File: src/rtl/div_pkg.sv
// Shared types and sizing for the iterative HI/LO divider.
package div_pkg;

    typedef enum logic [1:0] {
        ST_IDLE = 2'd0,
        ST_RUN  = 2'd1,
        ST_FIX  = 2'd2,
        ST_DONE = 2'd3
    } div_state_t;

    localparam int DIV_WIDTH = 32;
    localparam int DIV_BPC   = 1;
    localparam int DIV_N     = DIV_WIDTH / DIV_BPC;

    // Iteration counter width; never collapses to zero bits when N == 1.
    function automatic int cnt_width(input int n);
        return (n > 1) ? $clog2(n) : 1;
    endfunction

    localparam int DIV_CNT_W = cnt_width(DIV_N);

endpackage

File: src/rtl/div_step.sv
// One combinational restoring-division step on a {rem, quo} pair.
module div_step
    import div_pkg::*;
#(
    parameter int WIDTH = DIV_WIDTH
) (
    input  logic [WIDTH-1:0] i_rem,
    input  logic [WIDTH-1:0] i_quo,
    input  logic [WIDTH-1:0] i_divisor,
    output logic [WIDTH-1:0] o_rem,
    output logic [WIDTH-1:0] o_quo
);

    logic [WIDTH:0] w_shifted;
    logic [WIDTH:0] w_trial;

    // rem < divisor on entry, so bit WIDTH of the trial is its sign.
    assign w_shifted = {i_rem, i_quo[WIDTH-1]};
    assign w_trial   = w_shifted - {1'b0, i_divisor};

    assign o_rem = w_trial[WIDTH] ? w_shifted[WIDTH-1:0] : w_trial[WIDTH-1:0];
    assign o_quo = {i_quo[WIDTH-2:0], ~w_trial[WIDTH]};

endmodule

File: src/rtl/iter_divider.sv
// Multi-cycle restoring divider for DIV/DIVU; result is {remainder, quotient}.
module iter_divider
    import div_pkg::*;
#(
    parameter int WIDTH = DIV_WIDTH,
    parameter int BPC   = DIV_BPC
) (
    input  logic               clk,
    input  logic               reset,
    input  logic               start,
    input  logic               isSigned,
    input  logic [WIDTH-1:0]   dataA,
    input  logic [WIDTH-1:0]   dataB,
    output logic               busy,
    output logic               done,
    output logic               divZero,
    output logic [2*WIDTH-1:0] dataOut
);

    localparam int N  = WIDTH / BPC;
    localparam int CW = cnt_width(N);

    div_state_t         r_state, w_next;
    logic [WIDTH-1:0]   r_rem, r_quo, r_div;
    logic [CW-1:0]      r_cnt;
    logic               r_negQ, r_negR, r_zero;
    logic               r_divZero;
    logic [2*WIDTH-1:0] r_dataOut;

    logic               w_aNeg, w_bNeg, w_bZero;
    logic [WIDTH-1:0]   w_absA, w_absB;
    logic [WIDTH-1:0]   w_rem [0:BPC];
    logic [WIDTH-1:0]   w_quo [0:BPC];

    assign w_aNeg  = isSigned & dataA[WIDTH-1];
    assign w_bNeg  = isSigned & dataB[WIDTH-1];
    assign w_absA  = w_aNeg ? -dataA : dataA;
    assign w_absB  = w_bNeg ? -dataB : dataB;
    assign w_bZero = (dataB == '0);

    assign w_rem[0] = r_rem;
    assign w_quo[0] = r_quo;

    for (genvar g = 0; g < BPC; g++) begin : g_step
        div_step #(.WIDTH(WIDTH)) u_step (
            .i_rem     (w_rem[g]),
            .i_quo     (w_quo[g]),
            .i_divisor (r_div),
            .o_rem     (w_rem[g+1]),
            .o_quo     (w_quo[g+1])
        );
    end

    always_ff @(posedge clk) begin
        if (reset) r_state <= ST_IDLE;
        else       r_state <= w_next;
    end

    always_comb begin
        w_next = r_state;
        busy   = 1'b0;
        done   = 1'b0;
        case (r_state)
            ST_IDLE: if (start) w_next = w_bZero ? ST_FIX : ST_RUN;
            ST_RUN: begin
                busy = 1'b1;
                if (r_cnt == '0) w_next = ST_FIX;
            end
            ST_FIX: begin
                busy   = 1'b1;
                w_next = ST_DONE;
            end
            ST_DONE: begin
                done   = 1'b1;
                w_next = ST_IDLE;
            end
            default: w_next = ST_IDLE;
        endcase
    end

    // Divide-by-zero preloads the final {dataA, all-ones} with no sign fix,
    // so FIX handles both paths identically.
    always_ff @(posedge clk) begin
        if (reset) begin
            r_rem     <= '0;
            r_quo     <= '0;
            r_div     <= '0;
            r_cnt     <= '0;
            r_negQ    <= 1'b0;
            r_negR    <= 1'b0;
            r_zero    <= 1'b0;
            r_divZero <= 1'b0;
            r_dataOut <= '0;
        end else begin
            case (r_state)
                ST_IDLE: if (start) begin
                    r_div <= w_absB;
                    r_cnt <= CW'(N - 1);
                    if (w_bZero) begin
                        r_rem  <= dataA;
                        r_quo  <= '1;
                        r_negQ <= 1'b0;
                        r_negR <= 1'b0;
                        r_zero <= 1'b1;
                    end else begin
                        r_rem  <= '0;
                        r_quo  <= w_absA;
                        r_negQ <= w_aNeg ^ w_bNeg;
                        r_negR <= w_aNeg;
                        r_zero <= 1'b0;
                    end
                end
                ST_RUN: begin
                    r_rem <= w_rem[BPC];
                    r_quo <= w_quo[BPC];
                    r_cnt <= r_cnt - CW'(1);
                end
                ST_FIX: begin
                    r_dataOut <= {(r_negR ? -r_rem : r_rem), (r_negQ ? -r_quo : r_quo)};
                    r_divZero <= r_zero;
                end
                default: ;
            endcase
        end
    end

    assign dataOut = r_dataOut;
    assign divZero = r_divZero;

endmodule
File: config.mk
export PLATFORM = sky130hd
export DESIGN_NAME = iter_divider
export DESIGN_NICKNAME = d
export VERILOG_FILES = /design/src/rtl/div_pkg.sv /design/src/rtl/div_step.sv /design/src/rtl/iter_divider.sv
export SDC_FILE = /design/constraint.sdc
export NUM_CORES = 1
export LEC_CHECK = 0
export BUFFER_PORTS_ARGS = -buffer_cell sky130_fd_sc_hd__clkbuf_2
export CORE_MARGIN = 3
export CORE_UTILIZATION = 54
export DETAILED_ROUTE_END_ITERATION = 10
export HOLD_SLACK_MARGIN = 0.08
export PLACE_DENSITY = 0.75
export SYNTH_ARGS = -nofsm -noshare
export SYNTH_HDL_FRONTEND = slang
export SYNTH_SLANG_ARGS = --single-unit
File: constraint.sdc
create_clock -name clk -period 2.8 [get_ports clk]
set_input_delay 0.56 -clock clk [delete_from_list [all_inputs] [get_ports clk]]
set_output_delay 0.56 -clock clk [all_outputs]
set_load 0.01 [all_outputs]
=== Word-level counts from Yosys, hierarchy flattened ===
Index checks and enable logic that the tools add are counted.

* Add/subtract/negate cells: 6
* Equal/unequal tests: 5
* Multiplexer cells: 22
* Bitwise operators: 4
* Reduce and logical (&&, ||, !) cells: 8

{| class="wikitable"
|+ Operator list
! kind !! number
|-
| $mux W32 || 9
|-
| $neg A32 Y32 || 4
|-
| $pmux W32 S2 || 2
|-
| $sub A33 B32 Y33 || 1
|-
| $logic_not A32 Y1 || 1
|-
| $pmux W5 S2 || 1
|-
| $pmux W2 S4 || 1
|-
| $mux W2 || 3
|-
| $reduce_and A2 Y1 || 3
|-
| $logic_not A5 Y1 || 1
|-
| $mux W1 || 5
|-
| $mux W5 || 1
|-
| $sub A5 B1 Y5 const B || 1
|-
| $eq A2 B2 Y1 const B || 2
|-
| $ne A2 B2 Y1 const B || 2
|-
| $and A1 B1 Y1 || 2
|-
| $eq A2 B1 Y1 const B || 1
|-
| $logic_not A2 Y1 || 1
|-
| $reduce_bool A2 Y1 || 1
|-
| $reduce_or A2 Y1 || 1
|-
| $not A1 Y1 || 1
|-
| $xor A1 B1 Y1 || 1
|}

* Register bits: 171
* Input bits: 68
* Output and inout port bits: 67
* Logic and storage cells: 55

=== Logic depth before layout (Yosys ltp) ===
Gate-level depths: netlist of the first run.

* Depth in word-level cells: 5
* Mapped depth: 14
* Gate-level depth less buffers: 12

=== Cells and area by module ===
Synthesis of the first run repeated with hierarchy kept, for this count alone.

* Cells, all modules: 1,450
* Area total of the unflattened synthesis: 11,682.5 um^2

{| class="wikitable"
|+ Modules (own cells, without submodules)
! module !! instances !! cells each !! area an instance (um^2) !! seq. area each (um^2)
|-
| iter_divider || 1 || 1,113 || 9,083.7 || 3,423.3
|-
| div_step || 1 || 337 || 2,598.7 || 0.0
|}

=== Worst setup path before layout of the first run ===
OpenSTA, ideal clock, no wires.

* Kind: register -> register
* Start point: register r_rem[16]
* End point: register r_rem[5]
* Setup time: 0.132 ns
* Arrival: 2.919 ns
* Required time: 2.668 ns
* Slack: -0.251 ns
* Stages on the path, launching flop included: 13
* Path buffers: 2
* Clock period less this slack: 3.051 ns
* Cells stage by stage: dfxtp_1 -> ha_1 -> clkbuf_1 -> a21oi_1 -> o211ai_1 -> a41oi_1 -> o32ai_1 -> or4_1 -> nand3_1 -> buf_4 -> mux2_2 -> a221oi_1 -> nor3_1

* Cells in the longest elaborated chain, start to end: 3

{| class="wikitable"
|+ RTL lines
! item !! RTL line !! RTL
|-
| start: declaration || iter_divider.sv:24 || <nowiki>logic [WIDTH-1:0] r_rem, r_quo, r_div;</nowiki>
|-
| start signal: assignment || iter_divider.sv:100 || <nowiki>r_rem <= dataA;</nowiki>
|-
| start signal: assignment || iter_divider.sv:114 || <nowiki>r_rem <= w_rem[BPC];</nowiki>
|-
| $sub A33 B32 Y33 || div_step.sv:19 || <nowiki>assign w_trial = w_shifted - {1'b0, i_divisor};</nowiki>
|-
| $mux W32 || div_step.sv:21 || <nowiki>assign o_rem = w_trial[WIDTH] ? w_shifted[WIDTH-1:0] : w_trial[WIDTH-1:0];</nowiki>
|-
| $pmux W32 S2 || iter_divider.sv:95 || <nowiki>case (r_state)</nowiki>
|}

No other way between the ends.
A chain may end at the register's enable or synchronous reset.

=== Final worst setup path of the first run ===
* Start point: register r_quo[31]
* End point: register r_rem[28]

* Cells in the longest elaborated chain, start to end: 3

{| class="wikitable"
|+ RTL lines
! item !! RTL line !! RTL
|-
| start: declaration || iter_divider.sv:24 ||
|-
| start signal: assignment || iter_divider.sv:107 || <nowiki>r_quo <= w_absA;</nowiki>
|-
| start signal: assignment || iter_divider.sv:115 || <nowiki>r_quo <= w_quo[BPC];</nowiki>
|-
| $sub A33 B32 Y33 || div_step.sv:19 ||
|-
| $mux W32 || div_step.sv:21 ||
|-
| $pmux W32 S2 || iter_divider.sv:95 ||
|}

No other way between the ends.

==> results of run 1 <==
path summary, 6_finish.rpt:
check / from / end / cells past startpoint
hold reg to reg: r_zero$_SDFFE_PP0P_ / r_zero$_SDFFE_PP0P_ / 2
setup reg to reg: r_quo[31]$_SDFFE_PP0P_ / r_rem[28]$_SDFFE_PP0P_ / 14
setup / recovery: r_quo[31]$_SDFFE_PP0P_ / r_rem[28]$_SDFFE_PP0P_ / 14
hold / removal: r_zero$_SDFFE_PP0P_ / r_zero$_SDFFE_PP0P_ / 2
state kept, by name, summed over array words and instances, names as in the netlist:
signal   cells
dataOut     64
r_div       32
r_negQ       1
divZero      1
r_rem       32
r_quo       32
r_state      2
r_cnt        5
r_negR       1
r_zero       1
routing by layer:
layer	vias up	track usage [%]	routed length [um]
met5	-	0	0
met2	654	47.33	16160
met1	5684	44.80	15740
li1	5927	-	-
met3	115	5.805	3761
met4	0	14.42	1820
power by group through the flow:
stage	logic, mW	registers (mW)	clock network (mW)
6_report	15.1	4.11	2.34
5_1_grt	16.2	4.21	2.45
4_1_cts	14.1	4.06	2.35
3_5_place_dp	12.6	4.09	0
3_3_place_gp	12.4	4.06	0
2_1_floorplan	7.80	4.16	0
through the flow:
step | area, sq um | instances | setup slack [ps] | utilization, %
floorplan | 11550 | 1451 | -91.88 | -
global placement | 13990 | 1984 | -329.5 | 68.50
detailed placement | 13990 | 1984 | -391.3 | 68.50
CTS | 14950 | 2028 | -214.4 | 73.19
global route | 15210 | 2037 | -293.8 | 74.45
finish | 15210 | 2037 | -234.0 | 74.45
Yosys cell counts, drive strengths merged (4+ instances only):
| master | instances | share of area, % |
|---|---|---|
| mux2 | 14 | 1.4 |
| and2 | 5 | 0.28 |
| inv | 55 | 1.8 |
| nand4 | 7 | 0.39 |
| nand3 | 24 | 1.1 |
| o21ai | 59 | 2.6 |
| a221oi | 10 | 0.77 |
| o21bai | 4 | 0.26 |
| nand2b | 15 | 0.83 |
| o221ai | 24 | 1.8 |
| nand3b | 9 | 0.70 |
| nor2b | 11 | 0.61 |
| ha | 42 | 4.6 |
| a31oi | 13 | 0.72 |
| clkbuf | 81 | 2.7 |
| nor4 | 11 | 0.79 |
| xnor2 | 46 | 3.5 |
| a21oi | 105 | 4.6 |
| and3 | 15 | 0.83 |
| dfxtp | 171 | 30 |
| xor2 | 94 | 7.2 |
| nor3 | 25 | 1.1 |
| mux2i | 10 | 0.88 |
| or2 | 6 | 0.35 |
| buf | 15 | 0.68 |
| o31ai | 34 | 2.2 |
| or4 | 12 | 0.79 |
| a311oi | 9 | 0.69 |
| o21a | 6 | 0.40 |
| a22oi | 14 | 0.92 |
| o41ai | 16 | 1.3 |
| nor2 | 178 | 6.0 |
| and4 | 4 | 0.31 |
| a21o | 17 | 1.1 |
| or3 | 19 | 1.0 |
| a211oi | 109 | 7.2 |
| o2111ai | 4 | 0.31 |
| nor3b | 4 | 0.26 |
| nand2 | 119 | 3.9 |
| o211ai | 16 | 1.1 |
area by class of cell:
| cell class | count | area (sq um) |
|---|---|---|
| Multi-Input combinational cell | 1129 | 7963 |
| Clock buffer | 20 | 456.7 |
| Timing Repair Buffer | 381 | 2695 |
| Inverter | 55 | 206.4 |
| Fill cell | 1570 | 5219 |
| Tap cell | 270 | 337.8 |
| Clock inverter | 11 | 108.9 |
| Sequential cell | 171 | 3443 |
layout by cell type (no fill, tap or decap), types with 19 or more instances in the layout:
cell type,Yosys,final
ha_1,42,31
or3_1,19,19
a21oi_1,105,95
o31ai_1,34,29
nand2_1,119,113
o221ai_1,24,24
nor3_1,25,24
a211oi_1,109,104
xor2_1,94,93
xnor2_1,46,45
dfxtp_1,171,155
o21ai_0,57,50
inv_1,54,53
clkbuf_2,0,133
nand3_1,24,23
nor2_1,177,177
buf_4,4,231
kinds of logic (layout without fill, tap and decap cells):
kind of cell | after synthesis | count (layout) | share of synthesized area [%]
compound gates | 457 | 457 | 27.38
xor+xnor | 140 | 140 | 10.78
fa+ha+maj | 43 | 43 | 4.798
buf+inv | 151 | 467 | 5.172
flops | 171 | 171 | 30.11
mux | 24 | 24 | 2.267
simple gates | 465 | 465 | 19.49
critical path, cell delays in order (launching register included):
cell,delay [ps]
dfxtp_2,350
inv_2,50
ha_4,160
fa_2,340
nand2b_4,150
a21o_1,180
a21o_1,220
a211oi_2,240
buf_4,180
o21ai_4,60
nand3_4,150
buf_12,140
mux2_2,350
a211oi_2,200
a211oi_1,90
repair_timing:
action | in CTS | in global routing
gates resized for setup | 54 | 48
setup buffers | 10 | 12
setup endpoints to repair | 31 | 42
gates cloned | 3 | 0
pin swaps | 46 | 44
==> summary.txt, run 1 <==
Power
  – Net Switching: 9.878 mW
  – Part of the power in registers: 19.1%
  – Pwr dens: 1414 nW/um^2
  – Clk network pwr share: 10.9%
  – Power Total: 21.51 mW
  – LEAKAGE: 6.225 nW
  – Peak supply drop: 1.193 mV
  – Internal power: 11.63 mW
  – Sw Share: 45.93%
  – Logic pwr share: 70.0%

Detailed routing
  – Drt wl/cell: 18.40 um
  – Starting DRT DRC Count: 1,512
  – Routed Antenna Nets: 0
  – Vias per Instance: 6.078
  – Routed via count: 12,380
  – Detailed-router iteration count before antenna repair: 7
  – Drt drc: 0
  – Drt total wl: 37.48 mm

Floorplanning
  – Die width: 151.1 um
  – Row Count: 52
  – Die Y: 151.1 um
  – Top Ports: 135
  – Initial cell density of the core: 55.65%
  – Die area: 22,830 sq um
  – Core area: 20,430 sq um

Cells and area
  – Final #Nets: 1,866
  – Proportion of layout cells with a drive suffix above 1: 30.62%
  – Ant. Diodes: 0
  – Area Overhead vs Synth: 33.78%

STA
  – Worst Clk Skew: 9.327 ps
  – Unrepaired setup endpoints after global routing: true
  – Final Slew Violations: 0
  – Final hold vios: 0
  – Rel. slew slack: 27.12%
  – Setup TNS: -4272 ps
  – Min Tclk post-route: 3034 ps
  – F_max: 329.6 MHz
  – Worst-margin pin slew: 1089 ps
  – Final setup margin: -234.0 ps
  – Hold_ws: 458.8 ps
  – Final setup viols: 29
  – Crit share post-route: 108.4%

Clocking
  – CTS H-tree depth: 4
  – Root buffer cell: clkbuf_16
  – Hold-fix buffers at CTS: 0
  – Num CTS Buffers: 17
  – CTS tree: built
  – Worst-case clock buffer depth: 2
  – Worst-skew pair later-pin latency: 430 ps
  – Clk sinks: 171
  – Clock slew at reported path FFs: 70 ps

GRT
  – First-pass GRT wire length: 57.70 mm
  – Largest net degree at the start of global routing: 69
  – Initial antenna violation count: 0
  – Vias in the first global route: 10,900
  – Grt ovf: 0
  – Total GRT Usage: 31.82%

Worst setup path
  – Data arrival, critical path: 3300 ps
  – Crit end category: flop
  – Critical Path RT: 3070 ps
  – FF-to-FF setup slack: -230 ps
  – Critical setup path kind: flop to flop
  – Critical Path Fanout Max: 6
  – Worst Setup Start Kind: flop

Status
  – Failing checks: negative setup slack
  – Status: finished, violations left

Yosys
  – Seq cells post-synth: 171
  – Syn Nets: 1,562
  – Sequential share of the synthesized area: 30.11%
  – Top_reg_cell synth: dfxtp_1
  – Synth Instances: 1,451
  – YS warnings: 0
  – Area of the mapped netlist: 11,370 sq um
  – Syn Area/Cell: 7.836 sq um
  – Post-synth ARST share: 0%
  – Netlist cell types: 65
  – Number of synthesized flops with an enable pin: 0

Placement
  – PortBufs: 134
  – Placer Congestion: 0.9723
  – HPWL Detailed: 27.64 mm

Flow run
  – Max Cap Violations: 0

Hold path
  – Hold crit path type: flop to flop
(Power assumes the default switching activity.)
==> run 2, diff against run 1 <==
--- a/config.mk
+++ b/config.mk
@@ -5,9 +5,10 @@
 export SDC_FILE = /design/constraint.sdc
 export NUM_CORES = 1
 export LEC_CHECK = 0
+export ABC_AREA = 1
 export BUFFER_PORTS_ARGS = -buffer_cell sky130_fd_sc_hd__clkbuf_2
 export CORE_MARGIN = 3
-export CORE_UTILIZATION = 54
+export CORE_UTILIZATION = 55
 export DETAILED_ROUTE_END_ITERATION = 10
 export HOLD_SLACK_MARGIN = 0.08
 export PLACE_DENSITY = 0.75
==> run 2 against run 1 <==
Compared with the run above: the flow now finishes without violations; combinational power is 6% lower; non-clock buffer count down 219; fmax increased by 18%; global-route usage rose by 1.0 points; cell count increased by 33%; clock skew rose by 6.6 ps; sequential power up 4%; clock-buffer cell count is 3 lower; register-to-register slack improved by 460 ps; power shrank 3.2%; worst setup slack improved by 460 ps; via count rose by 20%; highest routed layer unchanged.
==> summary.txt, run 2 <==
Status
  – Status: completed

Cells and area
  – Ant. Diodes: 0
  – Largest register FFs: 64
  – Most frequent cells in the layout: nand2_1 (588), inv_1 (427), nor2_1 (224)
  – Most common cell after layout, fill and taps aside: nand2_1
  – Area Overhead vs Synth: 11.17%
  – Final #Nets: 2,498
  – Proportion of layout cells with a drive suffix above 1: 11.42%
  – Fill cell count: 2,424

Yosys
  – Number of synthesized flops with an enable pin: 0
  – Syn Area/Cell: 5.919 sq um
  – Netlist cell types: 52
  – Yosys top cell area share: 25.28%
  – Synth area leader: dfxtp_1
  – Area of the mapped netlist: 13,540 sq um
  – Most frequent cell after synthesis: nand2_1
  – Syn Nets: 2,399
  – Post-synth ARST share: 0%
  – YS warnings: 0
  – Top_reg_cell synth: dfxtp_1
  – Seq cells post-synth: 171
  – Sequential share of the synthesized area: 25.28%
  – Synth area leaders: dfxtp_1 (25%), nand2_1 (16%), inv_1 (12%), nor2_1 (6.2%), o21ai_0 (5.5%)
  – Synth top cells by count: nand2_1 (588), inv_1 (428), nor2_1 (224)
  – Synth Instances: 2,288

Worst setup path
  – Data arrival, critical path: 2890 ps
  – Critical Path Max Stage Delay: 410 ps
  – Crit-path leading delay family: simple AND/OR/NAND/NOR gates
  – Critical Path Fanout Max: 28
  – Crit end category: flop
  – Crit-path cells: inv_1, ha_1, fa_1, inv_1, nand3_2, nand2_2, nand2_2, nand2_2, nand2_1, nand2_2, nand2_4, nand2_4, nand2_2, nand2_4, nand2_1, nand3_1, a21oi_2
  – Critical path buffer and inverter count: 2
  – Critical Path RT: 3120 ps
  – Critical setup path kind: flop to flop
  – Worst Setup Start Kind: flop
  – Cell mode on critical path: nand2_2
  – Crit-path slowest cell: fa_1

Floorplanning
  – Die width: 162.9 um
  – Die Y: 162.9 um
  – Core area: 23,820 sq um
  – Row Count: 56
  – Initial cell density of the core: 56.84%
  – Die area: 26,540 sq um
  – Top Ports: 135

STA
  – Rel. slew slack: 34.79%
  – Final hold vios: 0
  – Final setup margin: 227.2 ps
  – Final Slew Violations: 0
  – Unrepaired setup endpoints after global routing: false
  – Worst Clk Skew: 15.93 ps
  – Crit share post-route: 91.89%
  – Final setup viols: 0
  – Hold_ws: 431.4 ps
  – Setup TNS: 0 ps
  – Worst-margin pin slew: 977.1 ps
  – Min Tclk post-route: 2573 ps
  – F_max: 388.7 MHz

Clocking
  – CTS H-tree depth: 4
  – Clk sinks: 171
  – Clock slew at reported path FFs: 70 ps
  – Num CTS Buffers: 17
  – CTS tree: built
  – Hold-fix buffers at CTS: 0
  – Root buffer cell: clkbuf_16
  – Post_cts resized: 0
  – Postcts setup bufs: 0
  – Worst-skew pair later-pin latency: 440 ps
  – Worst-case clock buffer depth: 2

GRT
  – First-pass GRT wire length: 69.77 mm
  – Initial antenna violation count: 0
  – Total GRT Usage: 32.81%
  – Largest net degree at the start of global routing: 103
  – Grt ovf: 0
  – Vias in the first global route: 13,270

Detailed routing
  – Drt drc: 0
  – Drt wl/cell: 16.20 um
  – Vias per Instance: 5.479
  – Routed Antenna Nets: 0
  – Routed via count: 14,890
  – Starting DRT DRC Count: 1,593
  – Detailed-router iteration count before antenna repair: 7
  – Drt total wl: 44.03 mm

Placement
  – HPWL Detailed: 33.92 mm
  – Dpl ws: 264.5 ps
  – PortBufs: 134
  – Placer Congestion: 0.9927

Flow run
  – Max Cap Violations: 0

Power
  – Logic pwr share: 68.2%
  – Internal power: 9.032 mW
  – Part of the power in registers: 20.5%
  – Peak supply drop: 1.129 mV
  – Net Switching: 11.78 mW
  – Pwr dens: 1382 nW/um^2
  – LEAKAGE: 8.032 nW
  – Sw Share: 56.60%
  – Clk network pwr share: 11.4%

Hold path
  – Hold crit path type: input pin to flop
[run 2: final cells by class]
type,instances,area (sq um),share of cell area [%]
clock buffer,17,425.4,2.826
clock inverter,14,153.9,1.022
inverter,437,1640,10.90
multi-input combinational,1598,8119,53.93
sequential,171,3423,22.74
tap,319,399.1,2.651
timing repair buffer,162,893.4,5.934
[run 2: path summary, 6_finish.rpt]
kind                            end  depth (start not counted)              startpoint  slack [ps]
min reg2reg  r_quo[25]$_SDFFE_PP0P_                          2  r_quo[25]$_SDFFE_PP0P_         480
max reg2reg   r_rem[6]$_SDFFE_PP0P_                         17  r_quo[31]$_SDFFE_PP0P_         230
min          r_div[17]$_SDFFE_PP0P_                          3               dataB[17]         430
max           r_rem[6]$_SDFFE_PP0P_                         17  r_quo[31]$_SDFFE_PP0P_         230
[run 2: worst min-delay path: cells and delay by family]
| kind | cells | cell delay (ps) |
|---|---|---|
| AOI/OAI and AO/OA | 1 | 100 |
| xor gates and xnor gates | 1 | 60 |
| buffers and inverters | 1 | 100 |
[run 2: power groups by stage]
stage | Sequential [mW] | Combinational, mW | Clock (mW)
after floorplan | 4.15 | 10.2 | 0
after global placement | 4.25 | 13.7 | 0
after detailed placement | 4.28 | 13.8 | 0
after CTS | 4.23 | 14.0 | 2.39
after global routing | 4.35 | 16.0 | 2.50
final | 4.26 | 14.2 | 2.37
[run 2: through the flow]
step	std cells	util, %	power [mW]	instance area [sq um]
CTS	2718	63.19	20.57	15050
floorplan	2288	-	14.39	13540
global placement	2687	60.76	17.91	14480
finish	2718	63.19	20.81	15050
global route	2718	63.19	22.82	15050
detailed placement	2687	60.76	18.10	14480
[run 2: cell families (layout without fill, tap and decap cells)]
kind of cell | Yosys count | count (layout) | synth area share [%]
AO/OA/AOI/OAI | 431 | 431 | 18.25
XOR/XNOR | 72 | 72 | 4.657
adder cells (fa/ha/maj) | 43 | 43 | 4.028
buffers and inverters | 519 | 630 | 14.93
flip-flops | 171 | 171 | 25.28
AND/OR/NAND/NOR | 1052 | 1052 | 32.86
[run 2: per-layer routing]
| metal | wire (um) | vias to the layer above | track usage [%] |
|---|---|---|---|
| met1 | 19560 | 6752 | 47.53 |
| met2 | 19030 | 647 | 50.04 |
| met4 | 929 | 0 | 7.805 |
| li1 | - | 7431 | - |
| met3 | 4512 | 63 | 6.714 |
| met5 | 0 | - | 0 |
